--- config.mk ---
export PLATFORM = sky130hd
export DESIGN_NAME = mem_access_unit
export DESIGN_NICKNAME = d
export VERILOG_FILES = /design/src/rtl/mem_access_unit.sv
export SDC_FILE = /design/constraint.sdc
export NUM_CORES = 1
export LEC_CHECK = 0
export CORE_MARGIN = 1
export CORE_UTILIZATION = 45
export CTS_BUF_LIST = sky130_fd_sc_hd__clkbuf_4
export DETAILED_ROUTE_END_ITERATION = 16
export PLACE_DENSITY = 0.83
export SETUP_SLACK_MARGIN = 0.4
export SYNTH_ARGS = -nofsm -noshare
export SYNTH_HDL_FRONTEND = slang
export SYNTH_SLANG_ARGS = --single-unit
--- constraint.sdc ---
create_clock -name clk -period 2.5 [get_ports clk]
set_input_delay 0.5 -clock clk [delete_from_list [all_inputs] [get_ports clk]]
set_output_delay 0.5 -clock clk [all_outputs]
set_load 0.05 [all_outputs]
--- src/rtl/mem_access_unit.sv ---
// mem_access_unit: single-request load/store engine onto a simple req/ack/err bus.
// Aligned accesses take one bus beat; misaligned accesses fault with addr_fault.
// Optional feature macro MEM_ACCESS_UNIT_SPLIT_EN: misaligned accesses are serviced,
// using a second beat when the access crosses a bus-word boundary.
//
// state | meaning
// IDLE  | waiting for available
// BEAT1 | first (or only) bus beat outstanding
// BEAT2 | second beat of a boundary-crossing access
// DONE  | one-cycle completion, results valid
module mem_access_unit #(
    parameter int XLEN    = 32,
    parameter int TIMEOUT = 16
) (
    input  logic              clk,
    input  logic              reset,
    input  logic              available,
    input  logic              is_write,
    input  logic              is_unsigned,
    input  logic [1:0]        op,
    input  logic [XLEN-1:0]   addr,
    input  logic [XLEN-1:0]   in,
    output logic [XLEN-1:0]   out,
    output logic              busy,
    output logic              done,
    output logic              op_fault,
    output logic              addr_fault,
    output logic              access_fault,
    output logic              bus_req,
    output logic              bus_we,
    output logic [XLEN-1:0]   bus_addr,
    output logic [XLEN-1:0]   bus_wdata,
    output logic [XLEN/8-1:0] bus_wstrb,
    input  logic              bus_ack,
    input  logic              bus_err,
    input  logic [XLEN-1:0]   bus_rdata
);
    localparam int BYTES = XLEN / 8;
    localparam int OFFW  = $clog2(BYTES);

    typedef enum logic [1:0] {IDLE, BEAT1, BEAT2, DONE} state_t;

    state_t            r_state;
    logic              r_busy, r_done;
    logic              r_op_fault, r_addr_fault, r_access_fault;
    logic [XLEN-1:0]   r_out;
    logic              r_bus_req, r_bus_we;
    logic [XLEN-1:0]   r_bus_addr, r_bus_wdata;
    logic [BYTES-1:0]  r_bus_wstrb;
    logic [7:0]        r_cnt;
    logic [1:0]        r_op;
    logic              r_uns;
    logic              r_we;
    logic [OFFW-1:0]   r_off;

    logic              w_op_ok;
    logic [3:0]        w_nbytes;
    logic [OFFW-1:0]   w_off;
    logic [OFFW+2:0]   w_sh;
    logic [OFFW+2:0]   w_rsh;
    logic [XLEN-1:0]   w_base;
    logic [XLEN-1:0]   w_wdata1;
    logic [BYTES-1:0]  w_strb1;
    logic [XLEN-1:0]   w_raw;
    logic [XLEN-1:0]   w_ext;

    assign w_op_ok = (op != 2'b11) || (XLEN == 64);
    assign w_off   = addr[OFFW-1:0];
    assign w_sh    = {w_off, 3'b000};
    assign w_rsh   = {r_off, 3'b000};
    assign w_base  = {addr[XLEN-1:OFFW], {OFFW{1'b0}}};

    // access size in bytes from op
    always_comb begin
        w_nbytes = 4'd1;
        case (op)
            2'b00:   w_nbytes = 4'd1;
            2'b01:   w_nbytes = 4'd2;
            2'b10:   w_nbytes = 4'd4;
            default: w_nbytes = 4'd8;
        endcase
    end

`ifdef MEM_ACCESS_UNIT_SPLIT_EN
    logic              r_split;
    logic [XLEN-1:0]   r_rdata1;
    logic [XLEN-1:0]   r_wdata2;
    logic [BYTES-1:0]  r_wstrb2;
    logic              w_cross;
    logic [2*XLEN-1:0]  w_wdata_full;
    logic [2*BYTES-1:0] w_mask2;
    logic [2*BYTES-1:0] w_strb_full;
    logic [XLEN-1:0]   w_lo, w_hi;

    // data and strobes laid out over two bus words; upper half feeds BEAT2 at lane 0
    assign w_cross      = (int'(w_off) + int'(w_nbytes)) > BYTES;
    assign w_wdata_full = {{XLEN{1'b0}}, in} << w_sh;
    assign w_mask2      = ((2*BYTES)'(1) << w_nbytes) - (2*BYTES)'(1);
    assign w_strb_full  = w_mask2 << w_off;
    assign w_wdata1     = w_wdata_full[XLEN-1:0];
    assign w_strb1      = w_strb_full[BYTES-1:0];
    assign w_lo         = (r_state == BEAT2) ? r_rdata1 : bus_rdata;
    assign w_hi         = (r_state == BEAT2) ? bus_rdata : {XLEN{1'b0}};
    assign w_raw        = XLEN'({w_hi, w_lo} >> w_rsh);
`else
    logic              w_misal;
    logic [BYTES-1:0]  w_mask;

    assign w_misal  = |(w_off & OFFW'(w_nbytes - 4'd1));
    assign w_mask   = (BYTES'(1) << w_nbytes) - BYTES'(1);
    assign w_wdata1 = in << w_sh;
    assign w_strb1  = w_mask << w_off;
    assign w_raw    = bus_rdata >> w_rsh;
`endif

    // size mask then zero/sign extension of the right-aligned load data
    always_comb begin
        w_ext = w_raw;
        case (r_op)
            2'b00:   w_ext = r_uns ? XLEN'(w_raw[7:0])  : XLEN'($signed(w_raw[7:0]));
            2'b01:   w_ext = r_uns ? XLEN'(w_raw[15:0]) : XLEN'($signed(w_raw[15:0]));
            2'b10:   w_ext = r_uns ? XLEN'(w_raw[31:0]) : XLEN'($signed(w_raw[31:0]));
            default: w_ext = w_raw;
        endcase
    end

    // request FSM with registered bus and status outputs
    always_ff @(posedge clk) begin
        if (reset) begin
            r_state        <= IDLE;
            r_busy         <= 1'b0;
            r_done         <= 1'b0;
            r_op_fault     <= 1'b0;
            r_addr_fault   <= 1'b0;
            r_access_fault <= 1'b0;
            r_out          <= '0;
            r_bus_req      <= 1'b0;
            r_bus_we       <= 1'b0;
            r_bus_addr     <= '0;
            r_bus_wdata    <= '0;
            r_bus_wstrb    <= '0;
            r_cnt          <= '0;
            r_op           <= '0;
            r_uns          <= 1'b0;
            r_we           <= 1'b0;
            r_off          <= '0;
`ifdef MEM_ACCESS_UNIT_SPLIT_EN
            r_split        <= 1'b0;
            r_rdata1       <= '0;
            r_wdata2       <= '0;
            r_wstrb2       <= '0;
`endif
        end else begin
            case (r_state)
                IDLE: begin
                    r_done <= 1'b0;
                    if (available) begin
                        r_op           <= op;
                        r_uns          <= is_unsigned;
                        r_we           <= is_write;
                        r_off          <= w_off;
                        r_op_fault     <= 1'b0;
                        r_addr_fault   <= 1'b0;
                        r_access_fault <= 1'b0;
                        r_out          <= '0;
                        if (!w_op_ok) begin
                            r_op_fault <= 1'b1;
                            r_done     <= 1'b1;
                            r_state    <= DONE;
                        end
`ifndef MEM_ACCESS_UNIT_SPLIT_EN
                        else if (w_misal) begin
                            r_addr_fault <= 1'b1;
                            r_done       <= 1'b1;
                            r_state      <= DONE;
                        end
`endif
                        else begin
                            r_state     <= BEAT1;
                            r_busy      <= 1'b1;
                            r_bus_req   <= 1'b1;
                            r_bus_we    <= is_write;
                            r_bus_addr  <= w_base;
                            r_bus_wdata <= w_wdata1;
                            r_bus_wstrb <= w_strb1;
                            r_cnt       <= 8'(TIMEOUT - 1);
`ifdef MEM_ACCESS_UNIT_SPLIT_EN
                            r_split     <= w_cross;
                            r_wdata2    <= w_wdata_full[2*XLEN-1:XLEN];
                            r_wstrb2    <= w_strb_full[2*BYTES-1:BYTES];
`endif
                        end
                    end
                end
                BEAT1, BEAT2: begin
                    if (bus_err || (!bus_ack && r_cnt == 8'd0)) begin
                        r_bus_req      <= 1'b0;
                        r_busy         <= 1'b0;
                        r_access_fault <= 1'b1;
                        r_out          <= '0;
                        r_done         <= 1'b1;
                        r_state        <= DONE;
                    end else if (bus_ack) begin
`ifdef MEM_ACCESS_UNIT_SPLIT_EN
                        if (r_state == BEAT1 && r_split) begin
                            r_rdata1    <= bus_rdata;
                            r_bus_addr  <= r_bus_addr + XLEN'(BYTES);
                            r_bus_wdata <= r_wdata2;
                            r_bus_wstrb <= r_wstrb2;
                            r_cnt       <= 8'(TIMEOUT - 1);
                            r_state     <= BEAT2;
                        end else
`endif
                        begin
                            r_bus_req <= 1'b0;
                            r_busy    <= 1'b0;
                            r_out     <= r_we ? '0 : w_ext;
                            r_done    <= 1'b1;
                            r_state   <= DONE;
                        end
                    end else begin
                        r_cnt <= r_cnt - 8'd1;
                    end
                end
                default: begin
                    r_done  <= 1'b0;
                    r_busy  <= 1'b0;
                    r_state <= IDLE;
                end
            endcase
        end
    end

    assign out          = r_out;
    assign busy         = r_busy;
    assign done         = r_done;
    assign op_fault     = r_op_fault;
    assign addr_fault   = r_addr_fault;
    assign access_fault = r_access_fault;
    assign bus_req      = r_bus_req;
    assign bus_we       = r_bus_we;
    assign bus_addr     = r_bus_addr;
    assign bus_wdata    = r_bus_wdata;
    assign bus_wstrb    = r_bus_wstrb;

endmodule

==> summary.md, run 1 <==
| Metric | Value |
|---|---|
| Status | completed |
| Crit Path Max Fanout | 8 |
| CP arrival | 2.61 ns |
| Area delta synth->final | 45.8% |
| RSZ-0062 raised after global routing | true |
| Hold Crit Class | input pin to flip-flop |
| Placeable Area | 0.0121 sq mm |
| Final hold viol count | 0 |
| Dpl hpwl | 11,800 um |
| Layout cell share with drive strength beyond 1 | 9.15% |
| DR DRC count | 0 |
| Fin crit share | 85.2% |
| Ys async rst share | 0% |
| Synth top cells by count | nand2_1 (147), dfxtp_1 (121), a21oi_1 (117), nor2_1 (51), clkbuf_1 (45) |
| Cell area power density | 814 mW/mm^2 |
| Routed wire length | 17,500 um |
| Number of global-route vias before repair | 5,454 |
| Syn. warnings | 0 |
| Slew headroom | 43.2% |
| WL met1 | 6900 um |
| Metal2 WL | 8350 um |
| Critical Path RT | 2.98 ns |
| Worst Max-Slew Pin Slew | 0.844 ns |
| Die ar. | 0.0130 sq mm |
| Reg power frac | 35.1% |
| Via/cell ratio | 5.47 |
| Clk buf depth | 2 |
| Worst-path cell with the longest stage delay | or4_4 |
| Area leader, netlist | dfxtp_1 |
| Combinational fraction of design power | 49.0% |
| GP Congestion | 0.863 |
| Largest cells by area after synthesis | dfxtp_1 (43%), a21oi_1 (10%), nand2_1 (9.8%) |
| IO Port Bufs | 209 |
| Most numerous cell in the Yosys netlist | nand2_1 |
| Iter 0 DRT Violations | 486 |
| Setup violations, final | 0 |
| GRT Residual Overflow | 0 |
| H-Tree Level Count | 4 |
| Min Clock Period, post-route | 2.13 ns |
| Sw Share | 43.2% |
| Chip Height | 114 um |
| Worst Skew | 0.0112 ns |
| I/O pin cnt | 212 |
| CTS sink count | 121 |
| Clock power frac | 15.9% |
| Most frequent CP cell | buf_6 |
| Slack of the critical path | 0.369 ns |
| Via count | 5,996 |
| Top layer used by detailed routing | met4 |
| Final setup TNS | 0 ns |
| CP cell instances | or4_4, o31a_1, buf_6, buf_6, nor2_4, clkbuf_16, o2111ai_1, a21oi_1 |
| Clk root buf | clkbuf_4 |
| Final net count | 1,028 |
| Kind of end point of the critical path | flip-flop |
| Dpl ws | -0.139 ns |
| FILL cells | 1,062 |
| Yosys reg bits | 121 |
| Slowest stage delay, CP | 0.54 ns |
| Post-synth EDFFs | 0 |
| CP Class | flip-flop to flip-flop |
| Register area share after synthesis | 43.0% |
| Post-synth top area share | 43.0% |
| Leakage | 3.40 nW |
| FP Rows | 40 |
| GRT Total Usage | 27.0% |
| DRT Pass-1 Iters | 5 |
| Pint | 3.80 mW |
| Largest net degree at the start of global routing | 55 |
| WL met3 | 1910 um |
| Area of the mapped netlist | 0.00563 sq mm |
| F_max | 469 MHz |
| Worst skew pair latency | 0.55 ns |
| Starting Density | 46.5% |
| Peak supply drop | 388 uV |
| Routed len/inst | 16.0 um |
| Most used DFF post-synth | dfxtp_1 |
| Gate Count Post-Synth | 720 |
| Routed Antenna Nets | 0 |
| TritonCTS clock tree | done |
| Total CTS buffers | 17 |
| Max_cap viols | 0 |
| Average footprint of a synthesized cell | 7.82 sq um |
| Distinct cell type count after synthesis | 46 |
| Initial antenna violation count | 0 |
| Antenna diodes | 0 |
| Die width | 114 um |
| Psw | 2.89 mW |
| CTS Hold Buffers Added | 0 |
| Slew Limit Fails | 0 |
| Minimum hold slack | 0.426 ns |
| Clk slew on worst S/H paths | 0.10 ns |
| First-pass GRT wire length | 27,300 um |
| Startpoint types | flip-flop |
-- cells by family after synthesis --
logic type / Yosys count / share of synthesized area, %
AND/OR/NAND/NOR: 287 / 22.4
AO/OA/AOI/OAI: 186 / 19.0
flip-flops: 121 / 43.0
buffers and inverters: 71 / 5.64
multiplexers: 43 / 8.02
XOR/XNOR: 8 / 1.24
adder cells (fa/ha/maj): 3 / 0.667
other: 1 / 0.0666
-- timing repair --
action / 4_1_cts / 5_1_grt
resized for setup: 111 / 16
endpoints found under the setup margin: 137 / 33
setup buffers: 2 / 2
cloned: 2 / 2
pin swaps: 2 / 6
-- layer usage --
layer  track usage [%]  vias up
met4              10.8        0
li1                  -     2908
met1              32.2     2761
met5                 0        -
met2              43.6      288
met3              10.5       39
-- state kept, by name (all words and copies together) (netlist names) --
name / count
bus_addr: 30
r_cnt: 8
r_state: 2
bus_we: 1
r_op: 2
addr_fault: 1
r_off: 2
bus_req: 1
bus_wdata: 32
bus_wstrb: 4
op_fault: 1
r_we: 1
out: 32
busy: 1
access_fault: 1
done: 1
r_uns: 1
-- power by group through the flow --
stage                     sequential [mW]  clock (mW)  combinational [mW]
after floorplan                      3.00           0                1.38
after global placement               2.38           0                2.91
after detailed placement             2.39           0                2.94
after CTS                            2.34        1.10                3.02
after global routing                 2.38        1.18                3.48
final                                2.35        1.06                3.27
-- worst paths after layout --
check	from	to	slack, ns	cells after the start
worst max-delay path	r_cnt[4]$_SDFFE_PP0P_	out[6]$_SDFFE_PP0P_	0.37	8
worst min-delay path	reset	done$_SDFFE_PP0P_	0.43	2
worst max register to register	r_cnt[4]$_SDFFE_PP0P_	out[6]$_SDFFE_PP0P_	0.37	8
worst min register to register	bus_wdata[6]$_SDFFE_PP0P_	bus_wdata[6]$_SDFFE_PP0P_	0.45	2
-- metrics by stage --
step	total power [mW]	cell area [sq um]	std cells	utilization [%]
final	6.69	8210	1097	67.8
after CTS	6.46	8080	1093	66.7
after floorplan	4.38	5650	721	-
after global routing	7.04	8210	1097	67.8
after global placement	5.29	7940	1061	65.5
after detailed placement	5.33	7940	1061	65.5
-- layout by cell type (no fill, tap or decap), drive strengths merged, types with 22 or more instances in the layout --
master	netlist	final
a211oi	25	25
a21oi	117	117
buf	18	33
clkbuf	45	22
clkdlybuf4s50	0	102
dfxtp	121	121
dlygate4sd2	0	105
mux2i	35	35
nand2	147	147
nor2	52	53
nor3	24	24
-- layout make-up --
type | instances | area (sq um) | share of cell area, %
clock buffer | 20 | 150 | 1.83
timing repair buffer | 242 | 2360 | 28.7
sequential | 121 | 2430 | 29.6
inverter | 8 | 30.0 | 0.366
multi-input combinational | 530 | 3000 | 36.5
clock inverter | 8 | 35.0 | 0.427
tap | 168 | 210 | 2.56
-- worst max-delay path, delay by kind of cell, from the launching register on --
family | cells | cell delay, ns
and+or+nand+nor | 2 | 0.71
AOI/OAI and AO/OA | 3 | 0.57
DFF | 1 | 0.33
buffers and inverters | 3 | 0.44
Power figures use the tool's default switching activity.
==> inputs of run 2 (changes only) <==
==> constraint.sdc (replaced) <==
create_clock -name clk -period 2.4 [get_ports clk]
set_input_delay 0.48 -clock clk [delete_from_list [all_inputs] [get_ports clk]]
set_output_delay 0.48 -clock clk [all_outputs]
set_load 0.05 [all_outputs]
==> summary.md, run 2 (synthesized netlist as in run 1, its figures left out) <==
| Metric | Value |
|---|---|
| FP Rows | 40 |
| Kind of end point of the critical path | flip-flop |
| RSZ-0062 raised after global routing | true |
| Setup violations, final | 0 |
| Starting Density | 46.5% |
| Layout Cells excl Fill | 1,107 |
| Final setup TNS | 0 ns |
| Leakage | 3.43 nW |
| Dpl cells | 1,066 |
| Clk buf depth | 2 |
| Chip Height | 114 um |
| DRT Pass-1 Iters | 5 |
| Slew Limit Fails | 0 |
| I/O pin cnt | 212 |
| Die ar. | 0.0130 sq mm |
| Placeable Area | 0.0121 sq mm |
| Via count | 5,994 |
| Number of global-route vias before repair | 5,408 |
| Worst Max-Slew Pin Slew | 0.769 ns |
| Hold Crit Class | input pin to flip-flop |
| IO Port Bufs | 209 |
| Area delta synth->final | 49.1% |
| Critical Path RT | 2.88 ns |
| CP Class | flip-flop to flip-flop |
| Clk slew on worst S/H paths | 0.10 ns |
| Most frequent cells in the layout | nand2_1 (146), dfxtp_1 (117), a21oi_1 (113), clkdlybuf4s50_1 (102), dlygate4sd2_1 (94) |
| First-pass GRT wire length | 26,800 um |
| Clk root buf | clkbuf_4 |
| GRT Residual Overflow | 0 |
| Worst skew pair latency | 0.54 ns |
| Slew headroom | 48.2% |
| Initial antenna violation count | 0 |
| Largest net degree at the start of global routing | 64 |
| Dpl hpwl | 11,900 um |
| CTS sink count | 121 |
| GRT Total Usage | 26.4% |
| Antenna diodes | 0 |
| Total CTS buffers | 17 |
| Final hold viol count | 0 |
| F_max | 493 MHz |
| TritonCTS clock tree | done |
| Fin crit share | 84.5% |
| Final net count | 1,035 |
| Crit Path Max Fanout | 8 |
| Via/cell ratio | 5.41 |
| Peak supply drop | 366 uV |
| Routed Antenna Nets | 0 |
| Worst Skew | 0.0124 ns |
| Iter 0 DRT Violations | 498 |
| GP Congestion | 0.891 |
| Min Clock Period, post-route | 2.03 ns |
| DR DRC count | 0 |
| Status | completed |
| Startpoint types | flip-flop |
| Layout cell share with drive strength beyond 1 | 11.8% |
| CP arrival | 2.51 ns |
| Routed wire length | 17,600 um |
| Cell area power density | 884 mW/mm^2 |
| Routed len/inst | 15.9 um |
| H-Tree Level Count | 4 |
| Commonest non-fill, non-tap cell in the layout | nand2_1 |
| Die width | 114 um |
| Max_cap viols | 0 |
-- run 2: cell types whose count changed in the layout (fill, tap and decap cells not counted), moves of 3 or more --
cell             change
buf_4               +12
dlygate4sd2_1       -11
clkdlybuf4s15_1      +9
nand3_1              -6
nand3_2              +6
buf_6                -4
clkinv_1             -3
-- run 2: path summary, 6_finish.rpt --
path	startpoint	end	slack, ns	cells past startpoint
hold reg to reg	bus_wdata[0]$_SDFFE_PP0P_	bus_wdata[0]$_SDFFE_PP0P_	0.45	2
setup / recovery	r_cnt[3]$_SDFFE_PP0P_	out[7]$_SDFFE_PP0P_	0.37	6
hold / removal	reset	done$_SDFFE_PP0P_	0.33	2
setup reg to reg	r_cnt[3]$_SDFFE_PP0P_	out[7]$_SDFFE_PP0P_	0.37	6
-- run 2: routing by layer --
metal	GRT usage (%)	wire length, um
met1	30.9	6880
met2	43.2	8400
met3	10.0	1820
met4	11.9	497
met5	0	0
-- run 2: layout make-up --
class	instances	area [sq um]
Inverter	8	30.0
Timing Repair Buffer	250	2410
Clock buffer	21	158
Clock inverter	10	104
Fill cell	1022	3720
Sequential cell	121	2430
Tap cell	168	210
Multi-Input combinational cell	529	3050
-- run 2: stage by stage --
stage | hold WS (ns) | setup WS (ns) | power [mW] | utilization [%] | cell area (sq um)
finish | 0.327 | 0.371 | 7.42 | 69.3 | 8390
global route | 0.298 | 0.333 | 7.80 | 69.3 | 8390
CTS | 0.285 | 0.372 | 7.07 | 67.7 | 8210
detailed placement | 0.446 | 0.0969 | 5.61 | 66.0 | 7990
global placement | 0.440 | 0.120 | 5.57 | 66.0 | 7990
floorplan | 0.432 | 0.411 | 4.58 | - | 5660
-- run 2: worst max-delay path, stage by stage, from the launching register on --
cell     delay, ns
dfxtp_4       0.36
or4_4         0.53
o31a_1        0.34
or2_4         0.32
buf_12        0.16
o21a_1        0.19
nor2_1        0.08
-- run 2: what timing repair did --
action / CTS / global route
gates cloned: 1 / 3
endpoints found under the setup margin: 145 / 35
hold buffers: 0 / 0
pin swaps: 3 / 10
setup buffers: 3 / 3
gates resized for setup: 118 / 30
-- run 2: power breakdown --
group          internal (mW)  switching (mW)  total (mW)
combinational           1.41            2.18        3.59
clock                  0.643           0.744        1.39
sequential              2.27           0.169        2.44
==> inputs of run 3 (changes only) <==
==> constraint.sdc (replaced) <==
create_clock -name clk -period 2.05 [get_ports clk]
set_input_delay 0.41 -clock clk [delete_from_list [all_inputs] [get_ports clk]]
set_output_delay 0.41 -clock clk [all_outputs]
set_load 0.05 [all_outputs]
==> summary.md, run 3 (synthesized netlist as in run 1, its figures left out) <==
| Metric | Value |
|---|---|
| Crit Path Max Fanout | 7 |
| Hold Crit Start | reset |
| Worst Max-Slew Pin Slew | 0.525 ns |
| Top layer used by detailed routing | met4 |
| Starting Density | 46.5% |
| Layout cell share with drive strength beyond 1 | 27.6% |
| Worst-path cell with the longest stage delay | or4_4 |
| Setup crit start | r_cnt[6]$_SDFFE_PP0P_ |
| Startpoint types | flip-flop |
| Dpl ws | -0.273 ns |
| Via count | 6,114 |
| Initial antenna violation count | 0 |
| Metal2 WL | 9050 um |
| Hold Path End | bus_wdata[14]$_SDFFE_PP0P_ |
| Hold Crit Class | input pin to flip-flop |
| Clk root buf | clkbuf_4 |
| Die ar. | 0.0130 sq mm |
| Status | completed |
| Setup violations, final | 0 |
| Combinational fraction of design power | 50.8% |
| FF-to-FF setup slack | 0.03 ns |
| DRT Pass-1 Iters | 6 |
| Iter 0 DRT Violations | 393 |
| Routed len/inst | 16.6 um |
| Hold depth | 2 |
| Psw | 3.85 mW |
| F_max | 496 MHz |
| RSZ-0062 raised after global routing | true |
| Area delta synth->final | 48.9% |
| Peak supply drop | 497 uV |
| GRT Total Usage | 27.2% |
| CTS Hold Buffers Added | 0 |
| I/O pin cnt | 212 |
| Clk slew on worst S/H paths | 0.11 ns |
| Worst skew pair latency | 0.53 ns |
| Reg2Reg Depth | 7 |
| GRT Residual Overflow | 0 |
| Via/cell ratio | 5.47 |
| Number of global-route vias before repair | 5,627 |
| FP Rows | 40 |
| Clk buf depth | 2 |
| FF-to-FF Start | r_cnt[6]$_SDFFE_PP0P_ |
| WL met1 | 7240 um |
| Chip Height | 114 um |
| CP arrival | 2.48 ns |
| Routed wire length | 18,500 um |
| GP Congestion | 0.884 |
| CP cell instances | or4_4, o31a_1, nor2_4, buf_12, clkbuf_16, nand4_1, a21oi_1 |
| Placeable Area | 0.0121 sq mm |
| Slowest stage delay, CP | 0.53 ns |
| Pint | 5.21 mW |
| Leakage | 3.38 nW |
| Critical Path RT | 2.51 ns |
| Slew headroom | 64.9% |
| Most frequent cells in the layout | nand2_1 (128), dfxtp_1 (117), a21oi_1 (106), clkdlybuf4s50_1 (102), buf_2 (99) |
| Die width | 114 um |
| Final net count | 1,044 |
| IO Port Bufs | 209 |
| Largest net degree at the start of global routing | 54 |
| Final core occ | 69.2% |
| Reg power frac | 31.6% |
| Sw Share | 42.5% |
| Routed Antenna Nets | 0 |
| Crit-path leading delay family | simple AND/OR/NAND/NOR gates |
| Reg2reg end | out[20]$_SDFFE_PP0P_ |
| Dpl hpwl | 12,200 um |
| Minimum hold slack | 0.314 ns |
| CP Class | flip-flop to flip-flop |
| Commonest non-fill, non-tap cell in the layout | nand2_1 |
| DR DRC count | 0 |
| Slack of the critical path | 0.0347 ns |
| Min Clock Period, post-route | 2.02 ns |
| First-pass GRT wire length | 27,800 um |
| WP buf/inv | 2 |
| Antenna diodes | 0 |
| Kind of end point of the critical path | flip-flop |
| Clock power frac | 17.6% |
| Fin crit share | 98.3% |
| Total CTS buffers | 17 |
| TritonCTS clock tree | done |
| Final setup TNS | 0 ns |
| H-Tree Level Count | 4 |
| Worst Skew | 0.0122 ns |
| Max_cap viols | 0 |
| Slew Limit Fails | 0 |
| CTS sink count | 121 |
| WL met3 | 1850 um |
| Final hold viol count | 0 |
| Cell area power density | 1080 mW/mm^2 |
-- run 3: worst max-delay path by stage --
stage / end / slack (ns) / cells past startpoint
after floorplan: out[0]$_SDFFE_PP0P_ / 0.17 / 7
after global placement: r_cnt[1]$_SDFFE_PP0P_ / -0.18 / 6
after detailed placement: bus_wdata[27]$_SDFFE_PP0P_ / -0.27 / 7
after CTS: out[6]$_SDFFE_PP0P_ / 0.12 / 6
after global routing: out[20]$_SDFFE_PP0P_ / -0.02 / 7
final: out[20]$_SDFFE_PP0P_ / 0.03 / 7
-- run 3: power groups by stage --
stage / registers (mW) / clock network [mW] / logic, mW
final: 2.86 / 1.59 / 4.60
after global routing: 2.90 / 1.74 / 4.85
after CTS: 2.84 / 1.63 / 3.84
after detailed placement: 2.90 / 0 / 3.76
after global placement: 2.89 / 0 / 3.71
after floorplan: 3.66 / 0 / 1.82
-- run 3: layer usage --
layer,global-route usage (%),vias up
li1,-,2944
met2,44.4,294
met4,11.3,0
met1,32.8,2845
met3,9.40,31
met5,0,-
-- run 3: timing repair --
action,4_1_cts,5_1_grt
pin swaps,8,35
buffers inserted,5,5
endpoints found under the setup margin,158,74
resized for setup,509,67
cloned,1,5
-- run 3: stage by stage --
stage	instances	power (mW)	instance area (sq um)
final	1117	9.05	8390
after global routing	1117	9.48	8390
after CTS	1107	8.31	7940
after detailed placement	1069	6.66	8060
after global placement	1069	6.60	8060
after floorplan	721	5.48	5800
-- run 3: final cells by class --
cell class,instances,area [sq um]
Clock buffer,19,143
Clock inverter,13,110
Fill cell,985,3730
Inverter,8,30.0
Multi-Input combinational cell,529,3270
Sequential cell,121,2430
Tap cell,168,210
Timing Repair Buffer,259,2190
